[src/rtl/aes_key_expand_seq_pkg.sv]
// Shared AES definitions for the key schedule: S-box, word-level helpers,
// round-constant seed and the expansion FSM state type.
package aes_key_expand_seq_pkg;

   typedef enum logic [1:0] {
      IDLE   = 2'd0,
      EXPAND = 2'd1,
      DONE   = 2'd2
   } ks_state_e;

   localparam logic [7:0] RCON_INIT = 8'h01;

   localparam logic [7:0] SBOX [256] = '{
      8'h63, 8'h7c, 8'h77, 8'h7b, 8'hf2, 8'h6b, 8'h6f, 8'hc5, 8'h30, 8'h01, 8'h67, 8'h2b, 8'hfe, 8'hd7, 8'hab, 8'h76,
      8'hca, 8'h82, 8'hc9, 8'h7d, 8'hfa, 8'h59, 8'h47, 8'hf0, 8'had, 8'hd4, 8'ha2, 8'haf, 8'h9c, 8'ha4, 8'h72, 8'hc0,
      8'hb7, 8'hfd, 8'h93, 8'h26, 8'h36, 8'h3f, 8'hf7, 8'hcc, 8'h34, 8'ha5, 8'he5, 8'hf1, 8'h71, 8'hd8, 8'h31, 8'h15,
      8'h04, 8'hc7, 8'h23, 8'hc3, 8'h18, 8'h96, 8'h05, 8'h9a, 8'h07, 8'h12, 8'h80, 8'he2, 8'heb, 8'h27, 8'hb2, 8'h75,
      8'h09, 8'h83, 8'h2c, 8'h1a, 8'h1b, 8'h6e, 8'h5a, 8'ha0, 8'h52, 8'h3b, 8'hd6, 8'hb3, 8'h29, 8'he3, 8'h2f, 8'h84,
      8'h53, 8'hd1, 8'h00, 8'hed, 8'h20, 8'hfc, 8'hb1, 8'h5b, 8'h6a, 8'hcb, 8'hbe, 8'h39, 8'h4a, 8'h4c, 8'h58, 8'hcf,
      8'hd0, 8'hef, 8'haa, 8'hfb, 8'h43, 8'h4d, 8'h33, 8'h85, 8'h45, 8'hf9, 8'h02, 8'h7f, 8'h50, 8'h3c, 8'h9f, 8'ha8,
      8'h51, 8'ha3, 8'h40, 8'h8f, 8'h92, 8'h9d, 8'h38, 8'hf5, 8'hbc, 8'hb6, 8'hda, 8'h21, 8'h10, 8'hff, 8'hf3, 8'hd2,
      8'hcd, 8'h0c, 8'h13, 8'hec, 8'h5f, 8'h97, 8'h44, 8'h17, 8'hc4, 8'ha7, 8'h7e, 8'h3d, 8'h64, 8'h5d, 8'h19, 8'h73,
      8'h60, 8'h81, 8'h4f, 8'hdc, 8'h22, 8'h2a, 8'h90, 8'h88, 8'h46, 8'hee, 8'hb8, 8'h14, 8'hde, 8'h5e, 8'h0b, 8'hdb,
      8'he0, 8'h32, 8'h3a, 8'h0a, 8'h49, 8'h06, 8'h24, 8'h5c, 8'hc2, 8'hd3, 8'hac, 8'h62, 8'h91, 8'h95, 8'he4, 8'h79,
      8'he7, 8'hc8, 8'h37, 8'h6d, 8'h8d, 8'hd5, 8'h4e, 8'ha9, 8'h6c, 8'h56, 8'hf4, 8'hea, 8'h65, 8'h7a, 8'hae, 8'h08,
      8'hba, 8'h78, 8'h25, 8'h2e, 8'h1c, 8'ha6, 8'hb4, 8'hc6, 8'he8, 8'hdd, 8'h74, 8'h1f, 8'h4b, 8'hbd, 8'h8b, 8'h8a,
      8'h70, 8'h3e, 8'hb5, 8'h66, 8'h48, 8'h03, 8'hf6, 8'h0e, 8'h61, 8'h35, 8'h57, 8'hb9, 8'h86, 8'hc1, 8'h1d, 8'h9e,
      8'he1, 8'hf8, 8'h98, 8'h11, 8'h69, 8'hd9, 8'h8e, 8'h94, 8'h9b, 8'h1e, 8'h87, 8'he9, 8'hce, 8'h55, 8'h28, 8'hdf,
      8'h8c, 8'ha1, 8'h89, 8'h0d, 8'hbf, 8'he6, 8'h42, 8'h68, 8'h41, 8'h99, 8'h2d, 8'h0f, 8'hb0, 8'h54, 8'hbb, 8'h16
   };

   function automatic int num_words(input int nr);
      return 4 * (nr + 1);
   endfunction

   function automatic logic [7:0] sub_bytes(input logic [7:0] b);
      return SBOX[b];
   endfunction

   function automatic logic [31:0] sub_word(input logic [31:0] w);
      return {sub_bytes(w[31:24]), sub_bytes(w[23:16]), sub_bytes(w[15:8]), sub_bytes(w[7:0])};
   endfunction

   function automatic logic [31:0] rot_word(input logic [31:0] w);
      return {w[23:0], w[31:24]};
   endfunction

   function automatic logic [7:0] xtime(input logic [7:0] b);
      return {b[6:0], 1'b0} ^ (b[7] ? 8'h1b : 8'h00);
   endfunction

endpackage

[src/rtl/aes_sub_word.sv]
// Four parallel S-box lookups on a 32-bit word; purely combinational so it
// can also serve an inverse-cipher key schedule.
module aes_sub_word
   import aes_key_expand_seq_pkg::*;
(
   input  logic [31:0] word_in,
   output logic [31:0] word_out
);

   assign word_out = sub_word(word_in);

endmodule

[src/rtl/aes_key_expand_seq.sv]
// Iterative AES key expansion: one schedule word per clock into a register
// array that is held as k_sch once ready is set.
module aes_key_expand_seq
   import aes_key_expand_seq_pkg::*;
#(
   parameter int Nk = 4,
   parameter int Nr = Nk + 6
)
(
   input  logic              clk,
   input  logic              rst_n,
   input  logic              key_load,
   input  logic [32*Nk-1:0]  key,
   output logic [127:0]      k_sch [0:Nr],
   output logic              busy,
   output logic              ready,
   output ks_state_e         state_dbg
);

   localparam int W = num_words(Nr);

   // key_load is a fire-and-forget pulse with no back-pressure: it is honoured
   // in every state. ready is a level that stays high until the next key_load.
   ks_state_e   state_q, state_d;
   logic [5:0]  i_q;
   logic [2:0]  phase_q;
   logic [7:0]  rcon_q;
   logic        busy_q, ready_q;
   logic        load_word;
   logic [31:0] w_q   [W];
   logic [31:0] win_q [Nk];
   logic [31:0] prev_word, rot_in, sub_out, temp, new_word;

   always_comb begin
      state_d   = state_q;
      load_word = 1'b0;
      if (key_load) begin
         state_d = EXPAND;
      end else if (state_q == EXPAND) begin
         load_word = 1'b1;
         if (i_q == 6'(W - 1)) state_d = DONE;
      end
   end

   always_ff @(posedge clk or negedge rst_n) begin
      if (!rst_n) begin
         state_q <= IDLE;
         busy_q  <= 1'b0;
         ready_q <= 1'b0;
         i_q     <= '0;
         phase_q <= '0;
         rcon_q  <= RCON_INIT;
      end else begin
         state_q <= state_d;
         busy_q  <= (state_d == EXPAND);
         ready_q <= (state_d == DONE);
         if (key_load) begin
            i_q     <= 6'(Nk);
            phase_q <= '0;
            rcon_q  <= RCON_INIT;
         end else if (load_word) begin
            i_q     <= i_q + 6'd1;
            phase_q <= (phase_q == 3'(Nk - 1)) ? 3'd0 : phase_q + 3'd1;
            if (phase_q == 3'd0) rcon_q <= xtime(rcon_q);
         end
      end
   end

   // phase_q tracks i mod Nk so no divider is needed for the Nk=6 case.
   assign prev_word = win_q[Nk-1];
   assign rot_in    = (phase_q == 3'd0) ? rot_word(prev_word) : prev_word;

   aes_sub_word u_sub_word (
      .word_in  (rot_in),
      .word_out (sub_out)
   );

   always_comb begin
      temp = prev_word;
      if (phase_q == 3'd0)                temp = sub_out ^ {rcon_q, 24'h0};
      else if (Nk == 8 && phase_q == 3'd4) temp = sub_out;
   end

   assign new_word = win_q[0] ^ temp;

   always_ff @(posedge clk or negedge rst_n) begin
      if (!rst_n) begin
         for (int j = 0; j < W; j++)  w_q[j]   <= '0;
         for (int j = 0; j < Nk; j++) win_q[j] <= '0;
      end else if (key_load) begin
         for (int j = 0; j < Nk; j++) begin
            w_q[j]   <= key[32*(Nk-1-j) +: 32];
            win_q[j] <= key[32*(Nk-1-j) +: 32];
         end
      end else if (load_word) begin
         for (int j = Nk; j < W; j++)
            if (i_q == 6'(j)) w_q[j] <= new_word;
         for (int j = 0; j < Nk - 1; j++) win_q[j] <= win_q[j+1];
         win_q[Nk-1] <= new_word;
      end
   end

   always_comb begin
      for (int r = 0; r <= Nr; r++)
         k_sch[r] = {w_q[4*r], w_q[4*r+1], w_q[4*r+2], w_q[4*r+3]};
   end

   assign busy      = busy_q;
   assign ready     = ready_q;
   assign state_dbg = state_q;

endmodule

[config.mk]
export PLATFORM = sky130hd
export DESIGN_NAME = aes_key_expand_seq
export DESIGN_NICKNAME = d
export VERILOG_FILES = /design/src/rtl/aes_key_expand_seq_pkg.sv /design/src/rtl/aes_sub_word.sv /design/src/rtl/aes_key_expand_seq.sv
export SDC_FILE = /design/constraint.sdc
export NUM_CORES = 2
export LEC_CHECK = 0
export CAP_MARGIN = 5
export CORE_AREA = 3 3 594 596
export CTS_BUF_LIST = sky130_fd_sc_hd__clkbuf_8 sky130_fd_sc_hd__clkbuf_16
export CTS_CLUSTER_DIAMETER = 50
export DETAILED_ROUTE_END_ITERATION = 7
export DIE_AREA = 0 0 597 599
export SLEW_MARGIN = 5
export SYNTH_ARGS = -nofsm -noshare
export SYNTH_HDL_FRONTEND = slang
export SYNTH_SLANG_ARGS = --single-unit
[constraint.sdc]
create_clock -name clk -period 6.3 [get_ports clk]
set_input_delay 1.26 -clock clk [delete_from_list [all_inputs] [get_ports clk]]
set_output_delay 1.26 -clock clk [all_outputs]
set_load 0.05 [all_outputs]
==> impl_results.md <==
- DR iter-0 viols: 8608
- Drt total wl: between 400000 and 500000 µm
- Relative max-transition margin: under 10%
- Placed Cells: between 10000 and 15000
- Initial antenna violation count: 50
- P_sw: about 27 mW
- TritonRoute pass-1 iters: 7
- Final Total Pwr: roughly 53 mW
- Die Area: 358000 µm²
- Post-DRT Antenna Nets: 0
- Post-Layout Cell Count: between 10000 and 15000
- Post-CTS Resized: 0
- Num ports: about 1500
- Clock share of power: a little under a quarter
- Post-CTS Setup Bufs: 0
- Slew Limit Fails: 0
- Combinational share of power: a little over half
- CP cell instances: inv_1, ha_1, nor2b_4, mux2_2, buf_4, ha_1, clkinv_1, a211oi_2, buf_4, nor3_1, o311a_1, nor4_1, a22oi_1, xnor2_2, buf_12, o21ai_0
- Status: complete, but fails checks
- Final Setup Violations: 0
- Reg2Reg Setup Slack: between 300 and 400 ps
- Switching fraction of total power: 50.5%
- Syn avg cell area: a little over 9 µm²
- Final min period: 5950 ps
- Sequential fraction of the synthesis area: between 50% and 60%
- Flop pwr share: between 20% and 30%
- Post-Syn Instances: between 8000 and 9000
- Worst Clk Skew: around 130 ps
- CP max FO: 40
- Layout net count: ~9600
- CP Capture Type: flip-flop
- CORE AREA: between 300000 and 400000 µm²
- Largest net degree at the start of global routing: 175
- Violated checks: capacitance limit
- Cts hold-fix bufs: 0
- Clk root buf: clkbuf_16
- Total CTS buffers: ~210
- Critical path class: flip-flop to flip-flop
- DR vias/cell: approximately 5
- CP Buf/Inv Count: 5
- Syn. warnings: 0
- Flops & latches, synth: between 1500 and 2000
- TritonCTS clock tree: done
- Count of clock tree sinks: 1557
- Total negative setup slack: 0 ps
- Fmax: about 170 MHz
- Unique masters post-synth: ~110
- WL/cell: ~29 µm
- Cell Area, Synth: approximately 75000 µm²
- Htree depth: 4
- Most used flip-flop cell after synthesis: dfrtp_1
- Top delay family on crit path: buffers and inverters
- Leak pwr: 43.4 nW
- Top cells by area, synth: dfrtp_1 (52%), o21ai_0 (9.2%), nand2_1 (7.6%), clkbuf_1 (2.7%), mux2_2 (2.7%)
- Max clock buf depth: 4
- P_int: about 26 mW
- Fraction of layout cells with a size suffix above 1: approximately 11%
- Global route overflow: 0
- Placer Congestion: about 1
- Fin. Hold Viols: 0
- Area Growth Syn to Fin: 39.2%
- Clk_lat worst skew: roughly 950 ps
- Ys async rst share: 100%
- RSZ-0062 raised after global routing: no
- Net count after synthesis: 8271
- Maximum vdd drop: 0.499 mV
- Final worst path period share: a little over nine tenths
- MaxCap Viol Count: 1
- First-pass GRT wire length: between 500000 and 600000 µm
- Worst Path Arrival: between 6000 and 7000 ps
- Num rows: 217
- Vias in the first global route: about 67000
- Slew @ Worst Pin: 1420 ps
- Starting Density: between 20% and 30%
- Total GRT Usage: approximately 22%
- Drt drc: 0
- Hold crit path type: input port to async pin
- Area leader, netlist: dfrtp_1
- Worst endpoint required time: 6990 ps
- Startpoint types: flip-flop
- Critical Path Slowest Stage Cell: nor4_1
- I/O Buffers: 1542
- Reg clk slew, reported paths: around 60 ps
- Synth top area share: 52.3%
- DR vias: between 70000 and 80000
- Horiz. Die Dim: just under 600 µm
- HPWL Detailed: a little under 300000 µm
- Die H: 599 µm
- FILL cells: between 30000 and 40000
- Worst path max stage delay: around 760 ps
- Post-synth EDFFs: 0
- PwrDens: 514 nW/µm²
## Yosys cell counts, types with 25 or more instances
cell / number
o21ai_0: 1368
clkbuf_1: 544
a211oi_1: 110
a31oi_1: 119
nand4_1: 30
a211o_1: 26
buf_2: 163
buf_1: 46
inv_1: 164
nand2b_1: 32
a311oi_1: 33
o31ai_1: 33
o211ai_1: 83
mux2i_1: 173
a21oi_1: 343
buf_6: 29
mux2_2: 176
a221oi_1: 41
nand2_1: 1502
and3_1: 25
nor2_1: 366
dfrtp_1: 1556
o221ai_1: 37
xnor2_1: 33
nand3_1: 116
o21ai_1: 204
ha_1: 56
buf_4: 37
nor3_1: 89
o311ai_0: 27
o2111ai_1: 25
o22ai_1: 29
## per-layer routing
metal / up-vias / part of all wire (%) / GRT usage [%]
li1: 31100 / - / -
met1: 35300 / 40 / 28.0
met2: 4142 / 44 / 33.4
met3: 902 / 9.5 / 5.37
met4: 22 / 6.1 / 11.3
met5: - / 0.035 / 0
## power groups by stage
| stage | sequential [mW] | clock [mW] | combinational, mW |
|---|---|---|---|
| after floorplan | 15.1 | 0 | 11.3 |
| after global placement | 12.2 | 0 | 28.6 |
| after detailed placement | 12.2 | 0 | 28.3 |
| after CTS | 12.0 | 12.6 | 28.3 |
| after global routing | 12.2 | 13.0 | 29.7 |
| final | 12.1 | 12.3 | 29.0 |
## stage by stage
stage | util (%) | setup WS (ps) | area, µm² | hold slack, ps
finish | 29.8 | 353 | 104000 | 312
global route | 29.8 | 250 | 104000 | 324
CTS | 29.7 | 520 | 104000 | 327
detailed placement | 27.7 | 555 | 96500 | 464
global placement | 27.7 | 477 | 96500 | 460
floorplan | - | 1900 | 74500 | 523
## cells by family after synthesis
family / Yosys count / synth area share [%]
adder cells (fa/ha/maj): 56 / 0.940
AND/OR/NAND/NOR: 2302 / 12.9
buffers and inverters: 996 / 5.79
AO/OA/AOI/OAI: 2754 / 22.0
multiplexers: 365 / 5.34
flip-flops: 1557 / 52.3
XOR/XNOR: 54 / 0.665
## worst paths after layout
path | startpoint | to | cells past startpoint
max in group asynchronous | rst_n | k_sch[662] | 2
max reg2reg | phase_q[0] | k_sch[875] | 16
min reg2reg | k_sch[1247] | k_sch[1247] | 2
min in group clk | k_sch[1247] | k_sch[1247] | 2
min | rst_n | k_sch[361] | 1
max | phase_q[0] | k_sch[875] | 16
## worst reg2reg max path, cell delays in order (launching register included)
cell and delay [ps]:
dfrtp_1 400, inv_1 90, ha_1 170, nor2b_4 400
mux2_2 550, buf_4 240, ha_1 300, clkinv_1 420
a211oi_2 460, buf_4 240, nor3_1 70, o311a_1 340
nor4_1 760, a22oi_1 230, xnor2_2 460, buf_12 330
o21ai_0 260
## layout by cell type (no fill, tap or decap), types with 41 or more instances in the layout
| cell | Yosys | routed |
|---|---|---|
| nand2_1 | 1502 | 1490 |
| buf_12 | 0 | 62 |
| a31oi_1 | 119 | 119 |
| clkbuf_16 | 0 | 209 |
| mux2_2 | 176 | 175 |
| nor2_1 | 366 | 359 |
| dfrtp_1 | 1556 | 1556 |
| a211oi_1 | 110 | 110 |
| o21ai_1 | 204 | 203 |
| mux2i_1 | 173 | 165 |
| o21ai_0 | 1368 | 1368 |
| clkdlybuf4s50_1 | 0 | 1536 |
| nor3_1 | 89 | 88 |
| buf_4 | 37 | 321 |
| o211ai_1 | 83 | 83 |
| a221oi_1 | 41 | 41 |
| ha_1 | 56 | 52 |
| inv_1 | 164 | 202 |
| a21oi_1 | 343 | 342 |
| nand3_1 | 116 | 85 |
## state kept, by name, summed over array words and instances, names as in the netlist
signal     flops
prev_word     32
busy           1
state_dbg      2
phase_q        3
k_sch       1408
win_q         96
ready          1
rcon_q         8
i_q            6
## final cells by class
cell class,count,area (µm²),area share [%]
Timing Repair Buffer,1921,19100,18.4
Sequential cell,1557,39000,37.6
Inverter,172,646,0.622
Multi-Input combinational cell,5531,32000,30.9
Tap cell,4599,5750,5.55
Clock buffer,242,5680,5.48
Clock inverter,132,1570,1.51
Antenna cell,11,27.5,0.0265
Note: power is estimated with default switching activity, not from simulation.
